===== src/rtl/onehot_issuer.sv =====
// onehot_issuer: issues each bit index once as a one-hot word over valid/ready; ONEHOT_ISSUER_DEP_EN enables the DEP_BIT prerequisite deferral.
module onehot_issuer #(
  parameter int WIDTH   = 16,
  parameter int DEP_BIT = 9,
  parameter int PRE0    = 12,
  parameter int PRE1    = 13,
  parameter int PRE2    = 14
) (
  input  logic             clk,
  input  logic             rst,
  input  logic             start,
  input  logic             x_ready,
  output logic [WIDTH-1:0] x,
  output logic             x_valid,
  output logic [WIDTH-1:0] issued,
  output logic             busy,
  output logic             done
);
`ifdef ONEHOT_ISSUER_DEP_EN
  localparam bit DEP_EN = 1'b1;
`else
  localparam bit DEP_EN = 1'b0;
`endif
  localparam int IW = $clog2(WIDTH);
  localparam logic [IW-1:0] LAST = IW'(WIDTH-1);
  localparam logic [IW-1:0] DEP = IW'(DEP_BIT);
  typedef enum logic [1:0] {IDLE, SCAN, DEFER, DONE} state_t;
  state_t state, state_n;
  logic [IW-1:0] idx, idx_n;
  logic pending, pending_n;
  logic [WIDTH-1:0] issued_n;
  logic prereq_ok, skip;
  assign prereq_ok = issued[PRE0] | issued[PRE1] | issued[PRE2];
  assign skip = DEP_EN && state == SCAN && idx == DEP && !prereq_ok;
  assign busy = state == SCAN || state == DEFER;
  assign done = state == DONE;
  always_ff @(posedge clk or posedge rst)
    if (rst) begin
      state   <= IDLE;
      idx     <= '0;
      pending <= 1'b0;
      issued  <= '0;
    end else begin
      state   <= state_n;
      idx     <= idx_n;
      pending <= pending_n;
      issued  <= issued_n;
    end
  always_comb begin
    state_n   = state;
    idx_n     = idx;
    pending_n = pending;
    issued_n  = issued;
    x_valid   = 1'b0;
    x         = '0;
    case (state)
      IDLE, DONE: if (start) begin
        state_n   = SCAN;
        idx_n     = '0;
        pending_n = 1'b0;
        issued_n  = '0;
      end
      SCAN: begin
        x_valid   = !skip;
        x         = skip ? '0 : WIDTH'(1) << idx;
        pending_n = pending | skip;
        // a skip completes the step without a handshake; idx saturates at the top index
        if (skip || x_ready) begin
          issued_n = issued | x;
          idx_n    = idx == LAST ? idx : idx + 1'b1;
          if (idx == LAST) state_n = pending_n ? DEFER : DONE;
        end
      end
      DEFER: begin
        x_valid = 1'b1;
        x       = WIDTH'(1) << DEP_BIT;
        if (x_ready) begin
          issued_n  = issued | x;
          pending_n = 1'b0;
          state_n   = DONE;
        end
      end
      default: ;
    endcase
  end
endmodule

===== config.mk =====
export PLATFORM = sky130hd
export DESIGN_NAME = onehot_issuer
export DESIGN_NICKNAME = d
export VERILOG_FILES = /design/src/rtl/onehot_issuer.sv
export SDC_FILE = /design/constraint.sdc
export NUM_CORES = 1
export LEC_CHECK = 0
export BUFFER_PORTS_ARGS = -buffer_cell sky130_fd_sc_hd__buf_2
export CELL_PAD_IN_SITES_DETAIL_PLACEMENT = 1
export CELL_PAD_IN_SITES_GLOBAL_PLACEMENT = 1
export CORE_ASPECT_RATIO = 0.9
export CORE_MARGIN = 10
export CORE_UTILIZATION = 37
export CTS_CLUSTER_SIZE = 20
export DETAILED_ROUTE_END_ITERATION = 16
export PLACE_DENSITY = 0.85
export SLEW_MARGIN = 20
export SYNTH_ARGS = -nofsm -noshare
export SYNTH_HDL_FRONTEND = slang
export SYNTH_SLANG_ARGS = --single-unit

===== constraint.sdc =====
create_clock -name clk -period 2.4 [get_ports clk]
set_clock_uncertainty 0.05 [all_clocks]
set_input_delay 0.36 -clock clk [delete_from_list [all_inputs] [get_ports clk]]
set_output_delay 0.36 -clock clk [all_outputs]
set_load 0.02 [all_outputs]

==> impl_metrics.env <==
export IMPL_dieArea_um2=5930
export IMPL_gp_congestion=0.845
export IMPL_setup_viol=0
export IMPL_die_h_um=74.1
export IMPL_r2r_start="state[0]$_DFFE_PP0P_"
export IMPL_arrival_ns=1.88
export IMPL_n_fill_cell=378
export IMPL_yosysTopAreaCell="dfrtp_1"
export IMPL_combPwrFrac=0.474
export IMPL_cpLargestDelayFamily="simple AND/OR/NAND/NOR gates"
export IMPL_synth_main_ff_cell="dfrtp_1"
export IMPL_h_tree_depth=1
export IMPL_netSwitchingFraction=0.428
export IMPL_p_int_w=0.000849
export IMPL_stdcell_area_um2=1500
export IMPL_place_area_um2=1410
export IMPL_drtAntennaViolNets=0
export IMPL_overflow=0
export IMPL_slew_headroom=0.429
export IMPL_clkSlewWorstSetupHoldPaths_ns=0.13
export IMPL_crit_start="state[0]$_DFFE_PP0P_"
export IMPL_grt_use_total=0.122
export IMPL_drt_wirelength_per_cell_um=17.3
export IMPL_yosysSeqAreaShare=0.458
export IMPL_critPathBufInv=2
export IMPL_port_buffers=38
export IMPL_startpoint_type="register"
export IMPL_grt_pass1_vias=1174
export IMPL_cts_root_buffer_cell="clkbuf_4"
export IMPL_min_path_type="primary input to async pin"
export IMPL_yosysWarnings=0
export IMPL_fin_crit_sh=0.953
export IMPL_crit_required_ns=1.99
export IMPL_cts_made_buffers=3
export IMPL_worst_setup_path_type="register to output port"
export IMPL_dp_final_hpwl_um=2710
export IMPL_endpoint_kind="output port"
export IMPL_syn_avg_cell_area_um2=10.2
export IMPL_crit_chain="inv_1 > ha_1 > or3b_4 > nor2_1 > buf_4"
export IMPL_drt_iter0_drc=50
export IMPL_drc=0
export IMPL_vias=1042
export IMPL_synth_top_cell_area_share=0.458
export IMPL_power_frac_seq=0.328
export IMPL_period_needed_ns=2.29
export IMPL_synth_mux_area_frac=0.0177
export IMPL_yosysMostFrequentCell="dfrtp_1"
export IMPL_clock_power_share=0.198
export IMPL_synthSimpleGateAreaFrac=0.179
export IMPL_synth_xor_area_frac=0
export IMPL_max_freq_ghz=0.437
export IMPL_fin_nets=173
export IMPL_core_area_um2=3090
export IMPL_via_per_inst=5.18
export IMPL_cts_buffer_depth=2
export IMPL_rsz0062_at_grt="no"
export IMPL_rows=19
export IMPL_synth_adder_area_share=0.0938
export IMPL_die_width_um=80.1
export IMPL_cts_hold_buf=0
export IMPL_drv_cap=0
export IMPL_hold_violations=0
export IMPL_worst_slew_pin_slew_ns=0.856
export IMPL_insertedDiodeCount=0
export IMPL_ys_seq_elements=22
export IMPL_grt_max_degree=23
export IMPL_cts_tree="built"
export IMPL_instances_no_fill=201
export IMPL_drt_total_wl_um=3470
export IMPL_clock_latency_ns=0.32
export IMPL_outcome="finished clean"
export IMPL_fin_tns_setup_ns=0
export IMPL_dr_pass1_iters=4
export IMPL_syn_num_nets=131
export IMPL_syn2layout_area_growth_pct=24.7
export IMPL_num_io_pins=39
export IMPL_powerDensity_nw_per_um2=991
export IMPL_cpPeakStageDelay_ns=0.46
export IMPL_irDropWorstVdd_uv=400
export IMPL_placed_cells=193
export IMPL_maxSlewViolCount=0
export IMPL_synth_edf_count=0
export IMPL_netlist_top_cells_count="dfrtp_1, nor2_1, inv_1, o2bb2ai_1, ha_1"
export IMPL_grt_antenna_before_repair=0
export IMPL_clock_sinks=22
export IMPL_grt_pass1_wl_um=5690
export IMPL_p_switching_w=0.000635
export IMPL_syn_area_um2=1200
export IMPL_yosysUniqueCellTypes=33
export IMPL_p_leak_nw=0.802
export IMPL_drive_gt1_frac=0.333
export IMPL_final_util=0.485
export IMPL_async_flop_share=1.00
export IMPL_synth_compound_area_share=0.179
export IMPL_crit_path_top_delay_cell="or3b_4"
export IMPL_syn_inst=118
export IMPL_cp_max_fo=10
export IMPL_yosys_top_cells_area="dfrtp_1, ha_1, o2bb2ai_1, nor2_1, a22o_1"
export IMPL_total_power_w=0.00148
export IMPL_synth_top_family_by_area="simple AND/OR/NAND/NOR gates"
export IMPL_start_util=0.389
cell type report:
type	count	area, um2	share of cell area
Multi-Input combinational cell	79	567	0.378
Sequential cell	22	551	0.368
Timing Repair Buffer	44	238	0.159
Tap cell	42	52.6	0.0351
Inverter	10	37.5	0.0251
Clock inverter	1	30.0	0.0201
Clock buffer	3	22.5	0.0150
per-layer routing:
metal / up-vias / global-route usage / part of all wire / wire length (um)
met4: 0 / 0.0605 / 0.020 / 68
met5: - / 0 / 0 / 0
met2: 20 / 0.223 / 0.53 / 1850
li1: 492 / - / - / -
met3: 5 / 0.0337 / 0.044 / 154
met1: 525 / 0.125 / 0.40 / 1400
power groups by stage:
stage | clock [W] | combinational (W) | sequential (W)
final | 0.000294 | 0.000703 | 0.000487
after global routing | 0.000312 | 0.000774 | 0.000501
after CTS | 0.000298 | 0.000704 | 0.000488
after detailed placement | 0 | 0.000688 | 0.000496
after global placement | 0 | 0.000654 | 0.000489
after floorplan | 0 | 0.000521 | 0.000497
registers in the layout, indices dropped and copies added, names as in the netlist:
signal  cells
issued     16
idx         4
state       2
per-stage QoR:
step                      worst slack [ns]  hold slack, ns
after floorplan                      0.482           0.299
after global placement               0.358           0.426
after detailed placement             0.325           0.426
after CTS                           0.0500           0.157
after global routing               0.00830           0.185
final                                0.112           0.134
worst paths after layout:
check                                               to  slack [ns]  cells after the start
worst max-delay path                              x[1]        0.11                      5
min in group clk                issued[14]$_DFFE_PP0P_        0.45                      1
worst min-delay path             issued[7]$_DFFE_PP0P_        0.13                      2
worst min register to register  issued[14]$_DFFE_PP0P_        0.45                      1
max in group asynchronous       issued[12]$_DFFE_PP0P_        1.64                      2
worst max register to register   issued[3]$_DFFE_PP0P_        0.30                      6
logic make-up after synthesis:
kind of cell | Yosys count
multiplexers | 2
AO/OA/AOI/OAI | 25
buffers and inverters | 17
adder cells (fa/ha/maj) | 9
flip-flops | 22
AND/OR/NAND/NOR | 43
cells in the final DEF (no fill, tap or decap), types with 3 or more instances in the layout:
cell       netlist  routed
a22o_1           7       7
buf_2            3      37
buf_4            1       7
clkbuf_4         0       3
dfrtp_1         22      22
ha_1             9       9
inv_1           10      10
nand2_1          7       7
nand2b_1         3       3
nor2_1          18      18
nor2b_1          3       3
o2bb2ai_1       10      10
worst reg2reg max path, delay by kind of cell (launching register included):
family	cells	cell delay [ns]
AO/OA/AOI/OAI	2	0.79
adder cells (fa/ha/maj)	1	0.32
buffers and inverters	2	0.24
flip-flops	1	0.40
AND/OR/NAND/NOR	1	0.20
timing repair:
item | CTS | global route
resized for setup | 1 | 1
setup endpoints to repair | 8 | 15
setup buffers | 0 | 4
pin swaps | 0 | 1
gates cloned | 0 | 0
(Power assumes the default switching activity.)
